File: src/rtl/fft_symbol_sched_if.sv
// fft_symbol_sched_if: sample stream, FFT core side-band and output bin bus of the symbol sequencer
//   i_valid/o_ready/i_data/i_sym_start/i_cp_long : OFDM input stream
//   o_fft_ce/o_fft_sample/i_fft_result/i_fft_sync : FFT core connection
//   o_valid/o_data/o_first/o_last/o_sym_idx       : tagged output bins
//   o_sym_err/o_sync_err                          : error pulses
interface fft_symbol_sched_if #(
  parameter int IWIDTH = 16,
  parameter int OWIDTH = 21,
  parameter int SYMW   = 4
);
  logic                i_valid;
  logic                o_ready;
  logic [2*IWIDTH-1:0] i_data;
  logic                i_sym_start;
  logic                i_cp_long;
  logic                o_fft_ce;
  logic [2*IWIDTH-1:0] o_fft_sample;
  logic [2*OWIDTH-1:0] i_fft_result;
  logic                i_fft_sync;
  logic                o_valid;
  logic [2*OWIDTH-1:0] o_data;
  logic                o_first;
  logic                o_last;
  logic [SYMW-1:0]     o_sym_idx;
  logic                o_sym_err;
  logic                o_sync_err;
  modport slave (
    input  i_valid, i_data, i_sym_start, i_cp_long, i_fft_result, i_fft_sync,
    output o_ready, o_fft_ce, o_fft_sample, o_valid, o_data, o_first, o_last, o_sym_idx, o_sym_err, o_sync_err
  );
  modport master (
    output i_valid, i_data, i_sym_start, i_cp_long, i_fft_result, i_fft_sync,
    input  o_ready, o_fft_ce, o_fft_sample, o_valid, o_data, o_first, o_last, o_sym_idx, o_sym_err, o_sync_err
  );
endinterface

File: src/rtl/fft_symbol_sched.sv
// fft_symbol_sched: strips the cyclic prefix, feeds NFFT samples per symbol to the FFT core, flushes on idle, tags outputs
//   i_clk, i_reset : clock, asynchronous active-high reset
//   bus (slave)    : input stream, FFT core ce/sample/result/sync, output bins, error pulses
module fft_symbol_sched #(
  parameter int NFFT        = 256,
  parameter int LGNFFT      = 8,
  parameter int IWIDTH      = 16,
  parameter int OWIDTH      = 21,
  parameter int CP_LEN      = 18,
  parameter int CP_LEN_LONG = 20,
  parameter int FLUSH_TMO   = 64,
  parameter int LGDEPTH     = 2,
  parameter int SYMW        = 4
) (
  input logic               i_clk,
  input logic               i_reset,
  fft_symbol_sched_if.slave bus
);
  localparam int DEPTH = 1 << LGDEPTH;
  localparam int CPW   = $clog2(CP_LEN_LONG + 1);
  localparam int TW    = $clog2(FLUSH_TMO + 1);
  localparam logic [LGNFFT-1:0] LAST = LGNFFT'(NFFT - 1);
  typedef enum logic [1:0] {WAIT, CP, DATA, FLUSH} state_t;
  state_t r_state, w_next;
  logic [CPW-1:0]      r_cp_cnt, r_cp_len;
  logic [LGNFFT-1:0]   r_d_cnt, r_out_cnt, w_cnt_inc, w_cnt;
  logic [TW-1:0]       r_idle;
  logic [SYMW-1:0]     r_sym_idx, r_osym;
  logic [LGDEPTH:0]    r_wr, r_rd, w_count;
  logic                r_tag_real [DEPTH];
  logic [SYMW-1:0]     r_tag_idx [DEPTH];
  logic                r_fft_ce, r_ce_d, r_out_locked, r_valid, r_first, r_last, r_sym_err, r_sync_err;
  logic [2*IWIDTH-1:0] r_fft_sample;
  logic [2*OWIDTH-1:0] r_data;
  logic                w_ready, w_acc, w_ce, w_frame_end, w_push, w_push_real;
  logic                w_full, w_empty, w_has_real, w_head_real, w_lock, w_pop, w_push_ok;
  always_comb begin
    w_count = r_wr - r_rd;
    w_full = w_count == (LGDEPTH+1)'(DEPTH);
    w_empty = w_count == '0;
    w_head_real = !w_empty && r_tag_real[r_rd[LGDEPTH-1:0]];
    w_has_real = 1'b0;
    for (int k = 0; k < DEPTH; k++)
      if ((LGDEPTH+1)'(k) < w_count && r_tag_real[r_rd[LGDEPTH-1:0] + LGDEPTH'(k)]) w_has_real = 1'b1;
  end
  always_ff @(posedge i_clk or posedge i_reset)
    if (i_reset) r_state <= WAIT;
    else r_state <= w_next;
  always_comb begin
    w_next = r_state;
    case (r_state)
      WAIT:  if (w_acc && bus.i_sym_start) w_next = CP;
             else if (r_idle == TW'(FLUSH_TMO) && w_has_real) w_next = FLUSH;
      CP:    if (w_acc && r_cp_cnt + 1'b1 == r_cp_len) w_next = DATA;
      DATA:  if (w_acc && r_d_cnt == LAST) w_next = WAIT;
      FLUSH: if (r_d_cnt == LAST && !w_has_real) w_next = WAIT;
    endcase
  end
  always_comb begin
    w_ready = !i_reset && r_state != FLUSH;
    w_acc = bus.i_valid && w_ready;
    w_ce = (r_state == DATA && w_acc) || r_state == FLUSH;
    w_frame_end = w_ce && r_d_cnt == LAST;
    w_push = w_frame_end;
    w_push_real = r_state == DATA;
  end
  // the core result for a ce is visible in the following (ce_d) cycle
  always_comb begin
    w_cnt_inc = r_out_cnt + 1'b1;
    w_cnt = bus.i_fft_sync ? '0 : w_cnt_inc;
    w_lock = r_out_locked || bus.i_fft_sync;
    w_pop = r_ce_d && w_lock && w_cnt == LAST && !w_empty;
    w_push_ok = w_push && (!w_full || w_pop);
  end
  always_ff @(posedge i_clk or posedge i_reset)
    if (i_reset) begin
      r_cp_cnt <= '0;
      r_cp_len <= '0;
      r_d_cnt <= '0;
      r_idle <= '0;
      r_sym_idx <= '0;
      r_wr <= '0;
      r_rd <= '0;
      for (int k = 0; k < DEPTH; k++) begin
        r_tag_real[k] <= 1'b0;
        r_tag_idx[k] <= '0;
      end
      r_fft_ce <= 1'b0;
      r_fft_sample <= '0;
      r_ce_d <= 1'b0;
      r_out_locked <= 1'b0;
      r_out_cnt <= '0;
      r_valid <= 1'b0;
      r_first <= 1'b0;
      r_last <= 1'b0;
      r_data <= '0;
      r_osym <= '0;
      r_sym_err <= 1'b0;
      r_sync_err <= 1'b0;
    end else begin
      r_idle <= (w_acc || r_state == FLUSH) ? '0 : r_idle == TW'(FLUSH_TMO) ? r_idle : r_idle + 1'b1;
      if (r_state == WAIT && w_acc && bus.i_sym_start) begin
        r_cp_len <= bus.i_cp_long ? CPW'(CP_LEN_LONG) : CPW'(CP_LEN);
        r_cp_cnt <= CPW'(1);
      end else if (r_state == CP && w_acc) r_cp_cnt <= r_cp_cnt + 1'b1;
      r_d_cnt <= r_state == WAIT ? '0 : w_ce ? r_d_cnt + 1'b1 : r_d_cnt;
      r_fft_ce <= w_ce;
      if (w_ce) r_fft_sample <= r_state == FLUSH ? '0 : bus.i_data;
      r_ce_d <= r_fft_ce;
      if (w_frame_end && r_state == DATA) r_sym_idx <= r_sym_idx + 1'b1;
      if (w_push_ok) begin
        r_tag_real[r_wr[LGDEPTH-1:0]] <= w_push_real;
        r_tag_idx[r_wr[LGDEPTH-1:0]] <= r_sym_idx;
        r_wr <= r_wr + 1'b1;
      end
      if (w_pop) r_rd <= r_rd + 1'b1;
      r_sym_err <= w_acc && bus.i_sym_start && r_state != WAIT;
      r_sync_err <= (r_ce_d && bus.i_fft_sync && r_out_locked && w_cnt_inc != '0) || (w_push && !w_push_ok);
      if (r_ce_d) begin
        r_out_locked <= w_lock;
        if (w_lock) r_out_cnt <= w_cnt;
        r_data <= bus.i_fft_result;
        r_osym <= r_tag_idx[r_rd[LGDEPTH-1:0]];
      end
      r_valid <= r_ce_d && w_lock && w_head_real;
      r_first <= r_ce_d && w_lock && w_head_real && w_cnt == '0;
      r_last <= r_ce_d && w_lock && w_head_real && w_cnt == LAST;
    end
  assign bus.o_ready = w_ready;
  assign bus.o_fft_ce = r_fft_ce;
  assign bus.o_fft_sample = r_fft_sample;
  assign bus.o_valid = r_valid;
  assign bus.o_data = r_data;
  assign bus.o_first = r_first;
  assign bus.o_last = r_last;
  assign bus.o_sym_idx = r_osym;
  assign bus.o_sym_err = r_sym_err;
  assign bus.o_sync_err = r_sync_err;
endmodule

File: src/flat_wrapper.sv
// flat-port wrapper written by rule: the top's interface ports become plain ports
module fft_symbol_sched_flat 
#(
  parameter int NFFT        = 256,
  parameter int LGNFFT      = 8,
  parameter int IWIDTH      = 16,
  parameter int OWIDTH      = 21,
  parameter int CP_LEN      = 18,
  parameter int CP_LEN_LONG = 20,
  parameter int FLUSH_TMO   = 64,
  parameter int LGDEPTH     = 2,
  parameter int SYMW        = 4
)
  (i_clk, i_reset, bus_i_valid, bus_i_data, bus_i_sym_start, bus_i_cp_long, bus_i_fft_result, bus_i_fft_sync, bus_o_ready, bus_o_fft_ce, bus_o_fft_sample, bus_o_valid, bus_o_data, bus_o_first, bus_o_last, bus_o_sym_idx, bus_o_sym_err, bus_o_sync_err);
  fft_symbol_sched_if #(.IWIDTH(IWIDTH), .OWIDTH(OWIDTH), .SYMW(SYMW)) bus_i ();
  input logic i_clk;
  input logic i_reset;
  input wire logic [$bits(bus_i.i_valid)-1:0] bus_i_valid;
  input wire logic [$bits(bus_i.i_data)-1:0] bus_i_data;
  input wire logic [$bits(bus_i.i_sym_start)-1:0] bus_i_sym_start;
  input wire logic [$bits(bus_i.i_cp_long)-1:0] bus_i_cp_long;
  input wire logic [$bits(bus_i.i_fft_result)-1:0] bus_i_fft_result;
  input wire logic [$bits(bus_i.i_fft_sync)-1:0] bus_i_fft_sync;
  output wire logic [$bits(bus_i.o_ready)-1:0] bus_o_ready;
  output wire logic [$bits(bus_i.o_fft_ce)-1:0] bus_o_fft_ce;
  output wire logic [$bits(bus_i.o_fft_sample)-1:0] bus_o_fft_sample;
  output wire logic [$bits(bus_i.o_valid)-1:0] bus_o_valid;
  output wire logic [$bits(bus_i.o_data)-1:0] bus_o_data;
  output wire logic [$bits(bus_i.o_first)-1:0] bus_o_first;
  output wire logic [$bits(bus_i.o_last)-1:0] bus_o_last;
  output wire logic [$bits(bus_i.o_sym_idx)-1:0] bus_o_sym_idx;
  output wire logic [$bits(bus_i.o_sym_err)-1:0] bus_o_sym_err;
  output wire logic [$bits(bus_i.o_sync_err)-1:0] bus_o_sync_err;
  assign bus_i.i_valid = bus_i_valid;
  assign bus_i.i_data = bus_i_data;
  assign bus_i.i_sym_start = bus_i_sym_start;
  assign bus_i.i_cp_long = bus_i_cp_long;
  assign bus_i.i_fft_result = bus_i_fft_result;
  assign bus_i.i_fft_sync = bus_i_fft_sync;
  assign bus_o_ready = bus_i.o_ready;
  assign bus_o_fft_ce = bus_i.o_fft_ce;
  assign bus_o_fft_sample = bus_i.o_fft_sample;
  assign bus_o_valid = bus_i.o_valid;
  assign bus_o_data = bus_i.o_data;
  assign bus_o_first = bus_i.o_first;
  assign bus_o_last = bus_i.o_last;
  assign bus_o_sym_idx = bus_i.o_sym_idx;
  assign bus_o_sym_err = bus_i.o_sym_err;
  assign bus_o_sync_err = bus_i.o_sync_err;
  fft_symbol_sched #(.NFFT(NFFT), .LGNFFT(LGNFFT), .IWIDTH(IWIDTH), .OWIDTH(OWIDTH), .CP_LEN(CP_LEN), .CP_LEN_LONG(CP_LEN_LONG), .FLUSH_TMO(FLUSH_TMO), .LGDEPTH(LGDEPTH), .SYMW(SYMW)) u_core (.i_clk(i_clk), .i_reset(i_reset), .bus(bus_i));
endmodule
File: config.mk
export PLATFORM = sky130hd
export DESIGN_NAME = fft_symbol_sched_flat
export DESIGN_NICKNAME = d
export VERILOG_FILES = /design/src/rtl/fft_symbol_sched_if.sv /design/src/rtl/fft_symbol_sched.sv /design/src/flat_wrapper.sv
export SDC_FILE = /design/constraint.sdc
export NUM_CORES = 1
export LEC_CHECK = 0
export ABC_AREA = 1
export CAP_MARGIN = 30
export CORE_UTILIZATION = 50
export DETAILED_ROUTE_END_ITERATION = 6
export PLACE_DENSITY = 0.8
export SETUP_SLACK_MARGIN = 0.5
export SLEW_MARGIN = 20
export SYNTH_ARGS = -nofsm -noshare
export SYNTH_HDL_FRONTEND = slang
export SYNTH_SLANG_ARGS = --single-unit
File: constraint.sdc
create_clock -name i_clk -period 3.7 [get_ports i_clk]
set_input_delay 0.555 -clock i_clk [delete_from_list [all_inputs] [get_ports i_clk]]
set_output_delay 0.555 -clock i_clk [all_outputs]
set_load 0.01 [all_outputs]
After elaboration in Yosys (flattened, before gate mapping)
Index checks and enable logic that the tools add are counted.
- register bits: 151
- logic and storage cells: 158
- $add $sub $neg: 11
- order comparisons: 10
- equality and inequality tests: 14
- multiplexer cells: 40
- bitwise gates (word level): 5
- reductions and logical operators: 50
- operators with widths (operator ; count):
    $mux W32 ; 1
    $logic_and A1 B1 Y1 ; 31
    $mux W8 ; 3
    $add A8 B1 Y8 const B ; 2
    $bwmux W16 ; 1
    $eq A8 B8 Y1 const B ; 2
    $ge A3 B3 Y1 const B ; 5
    $not A2 Y3 ; 5
    $mux W7 ; 2
    $mux W1 ; 13
    $mux W4 ; 3
    $mux W2 ; 5
    $mux W5 ; 2
    $bmux W1 S2 ; 4
    $bmux W4 S2 ; 1
    $demux W4 S2 ; 1
    $logic_not A8 Y1 ; 1
    $pmux W2 S4 ; 1
    $reduce_bool A8 Y1 ; 1
    $add A7 B1 Y7 const B ; 1
    $eq A7 B7 Y1 const B ; 1
    $add A3 B1 Y3 const B ; 2
    $lt A1 B3 Y1 const A ; 2
    $lt A2 B3 Y1 const A ; 2
    23 further kinds ; 38

Longest topological paths before layout
Gate-level depths: netlist of the first run.
- depth after elaboration: 13
- mapped depth: 16
- mapped depth without buffers: 16

Worst setup path after synthesis of the first run
OpenSTA, ideal clock, no wires.
- kind: input port to flip-flop
- start point: input i_reset
- end point: register u_core.r_tag_real[0] (netlist bit)
- arrival time: 3.448 ns
- required time: 3.634 ns
- path slack: 0.185 ns
- stages on the path: 11
- path buffers: 2
- cell sequence: inv_2 nand2_1 nor2_1 nand2_1 nand2_2 nand2_1 inv_2 buf_4 buf_2 nand4_1 nand2_1
- cells in the longest elaborated chain, start to end: 7
- ends and longest elaborated chain (item ; line ; RTL):
    from (decl) ; flat_wrapper.sv:17 ; input logic i_reset;
    $logic_not A1 Y1 (no line) ; -- ;
    $logic_and A1 B1 Y1 ; fft_symbol_sched.sv:60 ; w_ready = !i_reset && r_state != FLUSH;
    $logic_and A1 B1 Y1 ; fft_symbol_sched.sv:61 ; w_acc = bus.i_valid && w_ready;
    $logic_and A1 B1 Y1 ; fft_symbol_sched.sv:62 ; w_ce = (r_state == DATA && w_acc) || r_state == FLUSH;
    $logic_or A1 B1 Y1 ; fft_symbol_sched.sv:62 ;
    via u_core.w_ce ; fft_symbol_sched.sv:35 ; logic w_ready, w_acc, w_ce, w_frame_end, w_push, w_push_real;
    $logic_and A1 B1 Y1 ; fft_symbol_sched.sv:63 ; w_frame_end = w_ce && r_d_cnt == LAST;
    $logic_and A1 B1 Y1 ; fft_symbol_sched.sv:73 ; w_push_ok = w_push && (!w_full || w_pop);
    to (signal, indexed assignment) ; fft_symbol_sched.sv:112 ; r_tag_real[r_wr[LGDEPTH-1:0]] <= w_push_real;
    to (decl) ; fft_symbol_sched.sv:30 ; logic r_tag_real [DEPTH];
The timed path passes the listed nets, and every way through them passes these cells.
A chain may end at the register's enable or synchronous reset.

Final worst setup path of the first run
- start point: input i_reset
- end point: output bus_o_ready
- cells in the longest elaborated chain, start to end: 2
- ends and longest elaborated chain (item ; line ; RTL):
    $logic_not A1 Y1 (no line) ; -- ;
    $logic_and A1 B1 Y1 ; fft_symbol_sched.sv:60 ;
    to (decl) ; flat_wrapper.sv:24 ; output wire logic [$bits(bus_i.o_ready)-1:0] bus_o_ready;
Every way passes these cells.

==> impl_metrics.prom, run 1 <==
# TYPE chip_impl_metric gauge
chip_impl_metric{name="antenna_cells",unit=""} 0
chip_impl_metric{name="timing.critical_path.buf_inv",unit=""} 4
chip_impl_info{name="worstSetupEndpointType",value="output port"} 1
chip_impl_metric{name="internal-power",unit="W"} 0.004801
chip_impl_info{name="most_frequent_cell_on_the_critical_path",value="sky130_fd_sc_hd__clkdlybuf4s50_1"} 1
chip_impl_metric{name="dp_hpwl",unit="um"} 11150
chip_impl_metric{name="final.setup.tns",unit="ns"} 0
chip_impl_metric{name="firstDrtPassIters",unit=""} 7
chip_impl_metric{name="final_layout_size_suffix_gt1_frac",unit=""} 0.1174
chip_impl_metric{name="die_height",unit="um"} 118.2
chip_impl_metric{name="power.share.switching",unit=""} 0.3100
chip_impl_metric{name="detail_route.drc_violations",unit=""} 0
chip_impl_metric{name="floorplan.die.width",unit="um"} 118.2
chip_impl_info{name="critical-path-slowest-cell",value="sky130_fd_sc_hd__clkdlybuf4s50_1"} 1
chip_impl_metric{name="final.period_utilization",unit=""} 0.7292
chip_impl_info{name="hold_path_end",value="u_core.r_ce_d"} 1
chip_impl_metric{name="postLayoutCoreUtil",unit=""} 0.6960
chip_impl_metric{name="power.density",unit="nW/um2"} 758.0
chip_impl_metric{name="htree_levels",unit=""} 4
chip_impl_metric{name="finalHoldViolations",unit=""} 0
chip_impl_metric{name="yosys.area.top_type_share",unit=""} 0.5527
chip_impl_metric{name="clockPowerShare",unit=""} 0.269
chip_impl_metric{name="total_leakage_power",unit="nW"} 4.143
chip_impl_metric{name="cts_buffer_depth",unit=""} 2
chip_impl_metric{name="synthesis.area_per_instance",unit="um2"} 9.951
chip_impl_metric{name="clk_pin_slew",unit="ns"} 0.06
chip_impl_metric{name="worst_slew_pin_slew",unit="ns"} 0.7098
chip_impl_metric{name="number_of_synthesized_flops_with_an_enable_pin",unit=""} 0
chip_impl_metric{name="worstPathMaxFanout",unit=""} 40
chip_impl_metric{name="finalMaxSlewViolations",unit=""} 0
chip_impl_info{name="reg2reg_to",value="u_core.r_tag_idx[2]"} 1
chip_impl_metric{name="ctsHoldBuffers",unit=""} 0
chip_impl_metric{name="final_nets",unit=""} 933
chip_impl_metric{name="yosys_warnings",unit=""} 0
chip_impl_metric{name="finalCriticalPeriod",unit="ns"} 2.698
chip_impl_metric{name="finalWeightedCongestion",unit=""} 0.9088
chip_impl_metric{name="final_antenna_net_count",unit=""} 0
chip_impl_info{name="cts_tree",value="done"} 1
chip_impl_metric{name="timing.critical_path.arrival",unit="ns"} 2.14
chip_impl_info{name="crit_path_cell_trace",value="clkdlybuf4s50_1 -> inv_6 -> nand2_1 -> inv_1 -> clkdlybuf4s50_1"} 1
chip_impl_metric{name="hold_path_depth",unit=""} 0
chip_impl_metric{name="cts_made_buffers",unit=""} 17
chip_impl_metric{name="timing.critical_path.required",unit="ns"} 3.14
chip_impl_info{name="cts_root_buf",value="sky130_fd_sc_hd__clkbuf_16"} 1
chip_impl_info{name="synth_ff_type",value="sky130_fd_sc_hd__dfrtp_1"} 1
chip_impl_info{name="worstReg2RegStart",value="u_core.r_rd[0]"} 1
chip_impl_metric{name="number_of_global_route_vias_before_repair",unit=""} 5647
chip_impl_metric{name="postRouteWirelength",unit="um"} 16210
chip_impl_metric{name="routed_via_count_divided_by_cell_count",unit=""} 5.437
chip_impl_metric{name="overall_die_area",unit="um2"} 13960
chip_impl_info{name="unrepaired_setup_endpoints_after_global_routing",value="false"} 1
chip_impl_info{name="timing_worst_setup_path_type",value="input pin to output port"} 1
chip_impl_metric{name="cts_resized",unit=""} 0
chip_impl_metric{name="r2r_setup_slack",unit="ns"} 1.15
chip_impl_metric{name="clock.fmax",unit="MHz"} 370.6
chip_impl_metric{name="synth_async_sr_flop_share",unit=""} 1.000
chip_impl_metric{name="syn-cell-area",unit="um2"} 6746
chip_impl_metric{name="grt_overflow_total",unit=""} 0
chip_impl_metric{name="synth_cells",unit=""} 678
chip_impl_info{name="worst_hold_path_type",value="flop to flop"} 1
chip_impl_metric{name="synth-seq-area-share",unit=""} 0.5527
chip_impl_metric{name="power.ir.vdd_worst",unit="uV"} 391.7
chip_impl_metric{name="dpl_worst_slack",unit="ns"} 0.6836
chip_impl_metric{name="initial_core_utilization",unit=""} 0.5115
chip_impl_metric{name="io_pins",unit=""} 165
chip_impl_metric{name="finalSetupViolations",unit=""} 0
chip_impl_metric{name="synth.lib_cells_used.distinct",unit=""} 39
chip_impl_metric{name="worst_slew_margin_rel",unit=""} 0.5268
chip_impl_info{name="synth_top_area_cell",value="sky130_fd_sc_hd__dfrtp_1"} 1
chip_impl_metric{name="switchingPower",unit="W"} 0.002157
chip_impl_metric{name="track_usage",unit=""} 0.2484
chip_impl_metric{name="slowest_delay",unit="ns"} 0.57
chip_impl_info{name="crit_path_start_kind",value="input pin"} 1
chip_impl_metric{name="dpl.cell_count",unit=""} 997
chip_impl_metric{name="std_cell_rows",unit=""} 42
chip_impl_metric{name="cts_post_setup_buffers_inserted",unit=""} 0
chip_impl_info{name="yosys-top-cells-area",value="sky130_fd_sc_hd__dfrtp_1, sky130_fd_sc_hd__nand2_1, sky130_fd_sc_hd__mux2_2"} 1
chip_impl_metric{name="layout-area-overhead-vs-synth",unit="%"} 36.07
chip_impl_metric{name="clock-sinks",unit=""} 149
chip_impl_metric{name="finalPower",unit="W"} 0.006958
chip_impl_info{name="timing.critical_path.max_delay_family",value="buffers and inverters"} 1
chip_impl_metric{name="via_total_after_detailed_routing",unit=""} 5589
chip_impl_metric{name="initial_drc_count",unit=""} 363
chip_impl_metric{name="grt_pass1_wl",unit="um"} 27650
chip_impl_metric{name="post-route-worst-setup-slack",unit="ns"} 1.002
chip_impl_info{name="outcome",value="finished, final reports clean"} 1
chip_impl_metric{name="r2r.worst_path.cells",unit=""} 13
chip_impl_metric{name="post_route_insts_no_fill",unit=""} 1028
chip_impl_metric{name="max_cap_viol_count",unit=""} 0
chip_impl_metric{name="share_seq_of_total_power",unit=""} 0.363
chip_impl_metric{name="core_area",unit="um2"} 13190
chip_impl_metric{name="fin_skew",unit="ns"} 0.008487
chip_impl_metric{name="clock_network_latency_to_the_later_pin_of_the_worst_skew_pair",unit="ns"} 0.43
chip_impl_metric{name="port_buffers",unit=""} 164
chip_impl_metric{name="detail_route.wl_per_cell",unit="um"} 15.77
chip_impl_metric{name="share_comb_of_total_power",unit=""} 0.368
chip_impl_metric{name="ys_ff_latch",unit=""} 149
chip_impl_metric{name="antenna_found_initial",unit=""} 0
chip_impl_metric{name="maximum_number_of_pins_on_one_net_before_global_route_repair",unit=""} 61
chip_impl_metric{name="syn-num-nets",unit=""} 771
chip_impl_info{name="hold_path_startpoint",value="u_core.bus.o_fft_ce"} 1
==> cells in the mapped netlist (2+ instances only) <==
library cell	count
sky130_fd_sc_hd__nor2_1	47
sky130_fd_sc_hd__and3_1	2
sky130_fd_sc_hd__inv_1	58
sky130_fd_sc_hd__nand4_1	29
sky130_fd_sc_hd__nand3_1	34
sky130_fd_sc_hd__nand2_2	2
sky130_fd_sc_hd__nor2_2	3
sky130_fd_sc_hd__mux2_2	42
sky130_fd_sc_hd__o22ai_1	2
sky130_fd_sc_hd__clkbuf_1	12
sky130_fd_sc_hd__dfrtp_1	149
sky130_fd_sc_hd__nor2_4	2
sky130_fd_sc_hd__xnor2_1	2
sky130_fd_sc_hd__nor3_1	10
sky130_fd_sc_hd__nor4_1	2
sky130_fd_sc_hd__o21ai_0	26
sky130_fd_sc_hd__o21ai_1	4
sky130_fd_sc_hd__a31oi_1	4
sky130_fd_sc_hd__ha_1	12
sky130_fd_sc_hd__xor2_1	8
sky130_fd_sc_hd__nand3_2	4
sky130_fd_sc_hd__buf_6	2
sky130_fd_sc_hd__or2_2	2
sky130_fd_sc_hd__buf_2	6
sky130_fd_sc_hd__nand2_1	150
sky130_fd_sc_hd__a32o_1	32
sky130_fd_sc_hd__inv_2	4
sky130_fd_sc_hd__buf_1	6
sky130_fd_sc_hd__a21oi_1	12
==> how the worst max path moves through the flow <==
stage	to	cells after the start	start	slack, ns
final	bus_o_ready	5	i_reset	1.00
after global routing	bus_o_ready	5	i_reset	0.89
after CTS	bus_o_ready	5	i_reset	0.98
after detailed placement	u_core.r_sym_idx[1]	10	i_reset	0.68
after global placement	u_core.r_sym_idx[1]	10	i_reset	0.77
after floorplan	u_core.r_tag_real[0]	11	i_reset	0.91
==> flip-flops by register name, indices dropped and copies added, names as in the netlist, 5 cells and up <==
| signal | flops |
|---|---|
| u_core.r_out_cnt | 8 |
| u_core.r_idle | 7 |
| u_core.r_d_cnt | 8 |
| u_core.bus.o_fft_sample | 32 |
| u_core.r_cp_cnt | 5 |
| u_core.r_tag_idx | 16 |
| u_core.bus.o_data | 42 |
==> power groups by stage <==
stage	combinational, W	clock [W]	sequential [W]
final	0.00256	0.00187	0.00252
after detailed placement	0.00256	0	0.00254
after CTS	0.00258	0.00190	0.00252
after global placement	0.00249	0	0.00251
after global routing	0.00278	0.00197	0.00260
after floorplan	0.00111	0	0.00270
==> layout make-up <==
cell class / instances / area (um2)
fillers: 935 / 4010
repair buffers: 170 / 1687
inverters: 62 / 237.7
well taps: 176 / 220.2
flip-flops and latches: 149 / 3730
multi-input cells: 440 / 2663
clock buffers: 23 / 498.0
clock inverters: 8 / 145.1
==> cell families after synthesis <==
family	Yosys count	synth area share
buf+inv	89	0.05341
xor+xnor	10	0.01298
compound gates	84	0.08865
mux	43	0.07177
simple gates	290	0.1953
flops	149	0.5527
fa+ha+maj	13	0.02522
==> layer usage <==
layer  track usage  wire, um
met1        0.3085      6824
met2        0.4066      7771
met3       0.07722      1360
met4       0.09375       251
met5             0         0
==> per-stage QoR <==
stage	hold WS [ns]	cell area, um2
2_1_floorplan	0.4160	6749
5_1_grt	0.4351	9180
6_report	0.4388	9180
4_1_cts	0.4369	9180
3_3_place_gp	0.4133	8537
3_5_place_dp	0.4233	8537
==> layout by cell type (no fill, tap or decap), types with 2 or more instances in the layout <==
cell	count
sky130_fd_sc_hd__nor4_1	2
sky130_fd_sc_hd__clkinv_2	2
sky130_fd_sc_hd__inv_1	58
sky130_fd_sc_hd__mux2_2	42
sky130_fd_sc_hd__clkbuf_16	17
sky130_fd_sc_hd__buf_4	6
sky130_fd_sc_hd__bufinv_16	4
sky130_fd_sc_hd__nand4_1	29
sky130_fd_sc_hd__clkdlybuf4s50_1	164
sky130_fd_sc_hd__nand2_2	2
sky130_fd_sc_hd__nand2_1	150
sky130_fd_sc_hd__dfrtp_1	148
sky130_fd_sc_hd__nand3_1	34
sky130_fd_sc_hd__a31oi_1	4
sky130_fd_sc_hd__ha_1	12
sky130_fd_sc_hd__xor2_1	8
sky130_fd_sc_hd__inv_2	3
sky130_fd_sc_hd__or2_2	2
sky130_fd_sc_hd__clkbuf_8	5
sky130_fd_sc_hd__o21ai_0	26
sky130_fd_sc_hd__o21ai_1	4
sky130_fd_sc_hd__clkinvlp_4	2
sky130_fd_sc_hd__nor3_1	10
sky130_fd_sc_hd__nor2_2	5
sky130_fd_sc_hd__nand3_2	4
sky130_fd_sc_hd__a21oi_1	12
sky130_fd_sc_hd__xnor2_1	2
sky130_fd_sc_hd__and3_1	2
sky130_fd_sc_hd__o22ai_1	2
sky130_fd_sc_hd__nor2_1	45
sky130_fd_sc_hd__a32o_1	32
sky130_fd_sc_hd__nor2_4	2
No activity file was read; power rests on OpenSTA's default activity.
==> inputs of run 2 (changes only) <==
Clock period 3.7 ns to 2.75 ns, I/O delays scaled along.
==> run 2 against run 1 <==
Cell area up 1.9%. Critical path type is now flop to flop. Flip-flop and latch count unchanged. First-iteration DRC count is 12% higher. Final cell count is 1.8% higher. Critical path depth increased by 8. Clock skew shrank 0.0031 ns. Non-clock buffer count rose by 15. Worst setup slack worse by 0.52 ns. Total power grew 31%. Global-route usage down 0.48 points. Wire length is 3.3% higher. Highest routed layer unchanged. Sequential power grew 35%. Largest power group unchanged.
==> impl_metrics.prom, run 2 (synthesized netlist as in run 1, its figures left out) <==
# TYPE chip_impl_metric gauge
chip_impl_metric{name="power.density",unit="nW/um2"} 971.4
chip_impl_metric{name="worst_slew_margin_rel",unit=""} 0.4762
chip_impl_info{name="cts_root_buf",value="sky130_fd_sc_hd__clkbuf_16"} 1
chip_impl_metric{name="switchingPower",unit="W"} 0.002922
chip_impl_info{name="startpoint",value="u_core.r_wr[0]"} 1
chip_impl_metric{name="finalWeightedCongestion",unit=""} 0.8655
chip_impl_metric{name="clk_pin_slew",unit="ns"} 0.06
chip_impl_info{name="timing.critical_path.max_delay_family",value="adder cells"} 1
chip_impl_metric{name="final.setup.tns",unit="ns"} 0
chip_impl_metric{name="timing.critical_path.arrival",unit="ns"} 2.57
chip_impl_info{name="final_common_cell",value="sky130_fd_sc_hd__clkdlybuf4s50_1"} 1
chip_impl_metric{name="number_of_global_route_vias_before_repair",unit=""} 5897
chip_impl_metric{name="port_buffers",unit=""} 164
chip_impl_metric{name="clock.fmax",unit="MHz"} 441.5
chip_impl_metric{name="detail_route.drc_violations",unit=""} 0
chip_impl_metric{name="power.share.switching",unit=""} 0.3215
chip_impl_info{name="worst_hold_path_type",value="flop to flop"} 1
chip_impl_metric{name="finalSetupViolations",unit=""} 0
chip_impl_info{name="crit_path_cell_trace",value="inv_2 -> ha_2 -> fa_2 -> nand2_2 -> inv_1 -> nand3_2 -> inv_2 -> nor2_4 -> nand3_4 -> buf_6 -> nand2_4 -> nand4_1 -> nand2_1"} 1
chip_impl_metric{name="slowest_delay",unit="ns"} 0.61
chip_impl_metric{name="cts_buffer_depth",unit=""} 2
chip_impl_metric{name="core_area",unit="um2"} 13190
chip_impl_metric{name="final_antenna_net_count",unit=""} 0
chip_impl_metric{name="antenna_cells",unit=""} 0
chip_impl_metric{name="num-fill-cells",unit=""} 926
chip_impl_metric{name="clock-sinks",unit=""} 149
chip_impl_metric{name="maximum_number_of_pins_on_one_net_before_global_route_repair",unit=""} 150
chip_impl_metric{name="finalHoldViolations",unit=""} 0
chip_impl_metric{name="fin_skew",unit="ns"} 0.005366
chip_impl_info{name="outcome",value="finished, final reports clean"} 1
chip_impl_metric{name="timing.critical_path.buf_inv",unit=""} 4
chip_impl_metric{name="detail_route.wl_per_cell",unit="um"} 16.00
chip_impl_info{name="cts_tree",value="done"} 1
chip_impl_metric{name="max_cap_viol_count",unit=""} 0
chip_impl_info{name="hold_path_startpoint",value="u_core.bus.o_fft_ce"} 1
chip_impl_metric{name="io_pins",unit=""} 165
chip_impl_metric{name="postRouteWirelength",unit="um"} 16740
chip_impl_info{name="unrepaired_setup_endpoints_after_global_routing",value="false"} 1
chip_impl_metric{name="grt_pass1_wl",unit="um"} 27110
chip_impl_metric{name="timing.critical_path.required",unit="ns"} 3.05
chip_impl_metric{name="grt_overflow_total",unit=""} 0
chip_impl_metric{name="dpl.cell_count",unit=""} 1002
chip_impl_metric{name="clockPowerShare",unit=""} 0.245
chip_impl_metric{name="multi_input_comb_area",unit="um2"} 2769
chip_impl_metric{name="initial_core_utilization",unit=""} 0.5115
chip_impl_info{name="timing_worst_setup_path_type",value="flop to flop"} 1
chip_impl_metric{name="post_route_insts_no_fill",unit=""} 1046
chip_impl_metric{name="sequential_cell_area",unit="um2"} 3731
chip_impl_metric{name="antenna_found_initial",unit=""} 0
chip_impl_metric{name="initial_drc_count",unit=""} 407
chip_impl_metric{name="firstDrtPassIters",unit=""} 5
chip_impl_metric{name="die_height",unit="um"} 118.2
chip_impl_metric{name="final_layout_size_suffix_gt1_frac",unit=""} 0.1540
chip_impl_info{name="crit_path_start_kind",value="flop"} 1
chip_impl_info{name="layout.cells.most_common_list",value="sky130_fd_sc_hd__clkdlybuf4s50_1, sky130_fd_sc_hd__dfrtp_1, sky130_fd_sc_hd__nand2_1"} 1
chip_impl_metric{name="ctsHoldBuffers",unit=""} 0
chip_impl_metric{name="track_usage",unit=""} 0.2436
chip_impl_metric{name="largest_register_ffs",unit=""} 42
chip_impl_info{name="critical-path-slowest-cell",value="sky130_fd_sc_hd__fa_2"} 1
chip_impl_metric{name="cts_made_buffers",unit=""} 17
chip_impl_metric{name="worstPathMaxFanout",unit=""} 7
chip_impl_info{name="worstSetupEndpointType",value="flop"} 1
chip_impl_metric{name="overall_die_area",unit="um2"} 13960
chip_impl_metric{name="layout-area-overhead-vs-synth",unit="%"} 38.69
chip_impl_metric{name="htree_levels",unit=""} 4
chip_impl_metric{name="std_cell_rows",unit=""} 42
chip_impl_metric{name="share_seq_of_total_power",unit=""} 0.373
chip_impl_metric{name="total_leakage_power",unit="nW"} 4.183
chip_impl_metric{name="internal-power",unit="W"} 0.006167
chip_impl_info{name="most_frequent_cell_on_the_critical_path",value="sky130_fd_sc_hd__inv_2"} 1
chip_impl_info{name="worstReg2RegStart",value="u_core.r_wr[0]"} 1
chip_impl_metric{name="dp_hpwl",unit="um"} 11110
chip_impl_metric{name="routed_via_count_divided_by_cell_count",unit=""} 5.542
chip_impl_metric{name="final.period_utilization",unit=""} 0.8237
chip_impl_metric{name="final_nets",unit=""} 951
chip_impl_metric{name="worst_slew_pin_slew",unit="ns"} 0.7857
chip_impl_metric{name="floorplan.die.width",unit="um"} 118.2
chip_impl_metric{name="share_comb_of_total_power",unit=""} 0.383
chip_impl_metric{name="finalMaxSlewViolations",unit=""} 0
chip_impl_metric{name="finalCriticalPeriod",unit="ns"} 2.265
chip_impl_metric{name="via_total_after_detailed_routing",unit=""} 5797
chip_impl_metric{name="clock_network_latency_to_the_later_pin_of_the_worst_skew_pair",unit="ns"} 0.42
chip_impl_metric{name="power.ir.vdd_worst",unit="uV"} 569.6
run 2: final timing paths:
kind | to | slack, ns | cells past startpoint
setup reg to reg | u_core.r_tag_real[3] | 0.48 | 13
max in group asynchronous | u_core.bus.o_fft_sample[1] | 1.54 | 3
hold / removal | u_core.r_ce_d | 0.40 | 0
min in group asynchronous | u_core.bus.o_sync_err | 0.61 | 3
setup / recovery | u_core.r_tag_real[3] | 0.48 | 13
hold reg to reg | u_core.r_ce_d | 0.40 | 0
run 2: what timing repair did:
item | CTS | global route
gates resized for setup | 8 | 14
pin swaps | 3 | 9
endpoints found under the setup margin | 26 | 29
buffers inserted | 4 | 6
cloned | 2 | 1
run 2: power groups by stage:
stage / registers (W) / clock network [W] / logic [W]
2_1_floorplan: 0.00363 / 0 / 0.00149
3_3_place_gp: 0.00337 / 0 / 0.00336
3_5_place_dp: 0.00342 / 0 / 0.00347
4_1_cts: 0.00339 / 0.00226 / 0.00350
5_1_grt: 0.00349 / 0.00235 / 0.00375
6_report: 0.00339 / 0.00222 / 0.00348
run 2: final cells by class:
cell class / instances / area share
inverter: 62 / 0.02568
clock inverter: 14 / 0.01484
clock buffer: 17 / 0.04547
tap: 176 / 0.02354
sequential: 149 / 0.3988
multi-input combinational: 443 / 0.2959
timing repair buffer: 185 / 0.1958
run 2: per-stage QoR:
stage	worst slack, ns	area, um2	power (W)	util	hold slack (ns)
2_1_floorplan	0.5999	6754	0.005125	-	0.4160
3_3_place_gp	0.3883	8589	0.006738	0.6512	0.4056
3_5_place_dp	0.2602	8589	0.006896	0.6512	0.4056
4_1_cts	0.5126	9241	0.009145	0.7006	0.4166
5_1_grt	0.4307	9356	0.009587	0.7094	0.4357
6_report	0.4850	9356	0.009089	0.7094	0.4017
run 2: routing by layer:
layer | up-vias | wire length (um) | track usage
li1 | 2679 | - | -
met1 | 2768 | 6841 | 0.2939
met2 | 311 | 7952 | 0.3996
met3 | 39 | 1524 | 0.07915
met4 | 0 | 420 | 0.1058
met5 | - | 0 | 0
==> inputs of run 3 (changes only) <==
Settings changed: CORE_UTILIZATION 50 to 45, PLACE_DENSITY 0.8 to 0.76.
Clock period 2.75 ns to 2 ns, I/O delays scaled along.
==> run 3 against run 2 <==
The run now ends with negative setup slack left. Critical path depth fell by 1. Final cell count up 7.4%. Die area is 11% higher. First-iteration DRC count fell by 2.9%. Global-route usage rose by 0.52 points. Sequential power increased by 37%. Combinational power increased by 59%. Cell area up 13%. Clock skew up 0.0052 ns. Sequential share of layout area shrank 4.6 points. Worst setup slack lost 0.65 ns. Non-clock buffer count is 68 higher.
==> impl_metrics.prom, run 3 (synthesized netlist as in run 1, its figures left out) <==
# TYPE chip_impl_metric gauge
chip_impl_metric{name="finalWeightedCongestion",unit=""} 0.8559
chip_impl_metric{name="postRouteWirelength",unit="um"} 20660
chip_impl_info{name="crit_path_cell_trace",value="ha_4 -> fa_2 -> buf_4 -> nand3_1 -> nand3_2 -> buf_4 -> nand2_4 -> nand4_1 -> nand2_2 -> nand3_2 -> nand2_1 -> nand2_1"} 1
chip_impl_metric{name="fin_skew",unit="ns"} 0.01057
chip_impl_metric{name="clock.fmax",unit="MHz"} 461.1
chip_impl_metric{name="initial_drc_count",unit=""} 395
chip_impl_info{name="layout.cells.most_common_list",value="sky130_fd_sc_hd__dfrtp_1, sky130_fd_sc_hd__nand2_1, sky130_fd_sc_hd__dlygate4sd2_1"} 1
chip_impl_metric{name="final_antenna_net_count",unit=""} 0
chip_impl_metric{name="post_route_insts_no_fill",unit=""} 1123
chip_impl_info{name="unrepaired_setup_endpoints_after_global_routing",value="true"} 1
chip_impl_metric{name="finalCriticalPeriod",unit="ns"} 2.169
chip_impl_metric{name="drt-met1-wl",unit="um"} 7983
chip_impl_metric{name="total_leakage_power",unit="nW"} 4.941
chip_impl_metric{name="worst_slew_margin_rel",unit=""} 0.5823
chip_impl_metric{name="dpl.cell_count",unit=""} 1034
chip_impl_metric{name="track_usage",unit=""} 0.2488
chip_impl_metric{name="placed_standard_cell_area",unit="um2"} 8949
chip_impl_metric{name="grt_overflow_total",unit=""} 0
chip_impl_metric{name="num-fill-cells",unit=""} 998
chip_impl_metric{name="overall_die_area",unit="um2"} 15490
chip_impl_metric{name="worst_slew_pin_slew",unit="ns"} 0.6265
chip_impl_metric{name="layout-area-overhead-vs-synth",unit="%"} 56.56
chip_impl_metric{name="timing.critical_path.arrival",unit="ns"} 2.48
chip_impl_metric{name="largest_register_ffs",unit=""} 42
chip_impl_info{name="timing_worst_setup_path_type",value="flop to flop"} 1
chip_impl_metric{name="initial_core_utilization",unit=""} 0.4624
chip_impl_info{name="routed.top_layer",value="met4"} 1
chip_impl_metric{name="detail_route.wl_per_cell",unit="um"} 18.40
chip_impl_info{name="violations",value="negative setup slack"} 1
chip_impl_metric{name="via_total_after_detailed_routing",unit=""} 6261
chip_impl_metric{name="finalPower",unit="W"} 0.01347
chip_impl_info{name="timing.critical_path.max_delay_family",value="simple AND/OR/NAND/NOR gates"} 1
chip_impl_metric{name="clock_network_latency_to_the_later_pin_of_the_worst_skew_pair",unit="ns"} 0.43
chip_impl_metric{name="cts_made_buffers",unit=""} 17
chip_impl_metric{name="maximum_number_of_pins_on_one_net_before_global_route_repair",unit=""} 107
chip_impl_metric{name="wl_met2",unit="um"} 10390
chip_impl_metric{name="final.period_utilization",unit=""} 1.084
chip_impl_metric{name="post-route-worst-setup-slack",unit="ns"} -0.1686
chip_impl_metric{name="io_pins",unit=""} 165
chip_impl_metric{name="power.density",unit="nW/um2"} 1275
chip_impl_metric{name="antenna_cells",unit=""} 0
chip_impl_info{name="crit_path_start_kind",value="flop"} 1
chip_impl_metric{name="core_area",unit="um2"} 14590
chip_impl_info{name="cts_tree",value="done"} 1
chip_impl_metric{name="firstDrtPassIters",unit=""} 5
chip_impl_metric{name="finalHoldViolations",unit=""} 0
chip_impl_metric{name="multi_input_comb_area",unit="um2"} 3244
chip_impl_metric{name="antenna_found_initial",unit=""} 0
chip_impl_metric{name="slowest_delay",unit="ns"} 0.42
chip_impl_metric{name="power.ir.vdd_worst",unit="uV"} 929.5
chip_impl_metric{name="floorplan.die.width",unit="um"} 124.4
chip_impl_metric{name="worstPathMaxFanout",unit=""} 3
chip_impl_metric{name="finalMaxSlewViolations",unit=""} 0
chip_impl_metric{name="die_height",unit="um"} 124.4
chip_impl_metric{name="htree_levels",unit=""} 4
chip_impl_info{name="final_common_cell",value="sky130_fd_sc_hd__dfrtp_1"} 1
chip_impl_info{name="worstSetupEndpointType",value="flop"} 1
chip_impl_metric{name="timing.critical_path.required",unit="ns"} 2.31
chip_impl_metric{name="final_layout_size_suffix_gt1_frac",unit=""} 0.3174
chip_impl_metric{name="ctsHoldBuffers",unit=""} 0
chip_impl_info{name="cts_root_buf",value="sky130_fd_sc_hd__clkbuf_16"} 1
chip_impl_metric{name="finalSetupViolations",unit=""} 28
chip_impl_metric{name="final.setup.tns",unit="ns"} -2.630
chip_impl_metric{name="detail_route.drc_violations",unit=""} 0
chip_impl_metric{name="cts_buffer_depth",unit=""} 2
chip_impl_metric{name="sequential_cell_area",unit="um2"} 3731
chip_impl_metric{name="routed_via_count_divided_by_cell_count",unit=""} 5.575
chip_impl_info{name="worst_hold_path_type",value="input pin to asynchronous set/reset pin"} 1
chip_impl_metric{name="port_buffers",unit=""} 164
chip_impl_metric{name="clock-sinks",unit=""} 149
chip_impl_metric{name="dpl_worst_slack",unit="ns"} -0.1998
chip_impl_metric{name="std_cell_rows",unit=""} 44
chip_impl_metric{name="timing.critical_path.buf_inv",unit=""} 2
chip_impl_metric{name="dp_hpwl",unit="um"} 11590
chip_impl_metric{name="number_of_global_route_vias_before_repair",unit=""} 6199
chip_impl_metric{name="r2r_setup_slack",unit="ns"} -0.17
chip_impl_metric{name="grt_pass1_wl",unit="um"} 30870
chip_impl_metric{name="clk_pin_slew",unit="ns"} 0.06
chip_impl_info{name="outcome",value="finished with violations"} 1
chip_impl_metric{name="design_area",unit="um2"} 10560
chip_impl_metric{name="final_nets",unit=""} 1019
chip_impl_info{name="critical-path-slowest-cell",value="sky130_fd_sc_hd__dfrtp_2"} 1
chip_impl_metric{name="max_cap_viol_count",unit=""} 0
chip_impl_metric{name="met3_length",unit="um"} 1598
[run 3: cell types whose count changed in the layout (fill, tap and decap cells not counted), moves of 22 or more]
cell / delta
sky130_fd_sc_hd__clkdlybuf4s50_1: -85
sky130_fd_sc_hd__dlygate4sd2_1: +84
sky130_fd_sc_hd__nand2_1: -40
sky130_fd_sc_hd__buf_4: +36
sky130_fd_sc_hd__nand2_2: +32
sky130_fd_sc_hd__buf_6: +22
[run 3: final timing paths]
| path | startpoint | end | cells past startpoint |
|---|---|---|---|
| min reg2reg | u_core.bus.o_fft_ce | u_core.r_ce_d | 0 |
| max reg2reg | u_core.r_rd[0] | u_core.r_state[1] | 12 |
| min | i_reset | u_core.r_cp_cnt[3] | 4 |
| min in group i_clk | u_core.bus.o_fft_ce | u_core.r_ce_d | 0 |
| max | u_core.r_rd[0] | u_core.r_state[1] | 12 |
| max in group asynchronous | i_reset | u_core.bus.o_last | 5 |
[run 3: layout make-up]
cell class,count,share of cell area
Clock buffer,20,0.04229
Clock inverter,12,0.01469
Inverter,62,0.02653
Multi-Input combinational cell,443,0.3072
Sequential cell,149,0.3532
Tap cell,184,0.02180
Timing Repair Buffer,253,0.2343
[run 3: metal layers]
layer,GRT usage,vias to the layer above
met5,0,-
met4,0.1077,0
met3,0.07517,63
met2,0.4157,341
met1,0.2959,3042
li1,-,2815
[run 3: power by group]
| group | switching [W] | internal, W | total (W) |
|---|---|---|---|
| Combinational | 0.00277 | 0.00276 | 0.00553 |
| Clock | 0.00128 | 0.00199 | 0.00327 |
| Sequential | 0.000629 | 0.00403 | 0.00466 |
[run 3: what timing repair did]
action,4_1_cts,5_1_grt
pin swaps,30,37
setup endpoints to repair,175,197
resized for setup,155,93
gates cloned,6,0
setup buffers,26,25
[run 3: stage by stage]
stage	hold slack, ns	utilization
finish	0.4060	0.7240
global route	0.4211	0.7240
CTS	0.4113	0.6844
detailed placement	0.4058	0.6134
global placement	0.3957	0.6134
floorplan	0.2191	-
[run 3: tightest hold or removal path: cells and delay by family]
family	cells	cell delay, ns
buffers and inverters	4	0.95
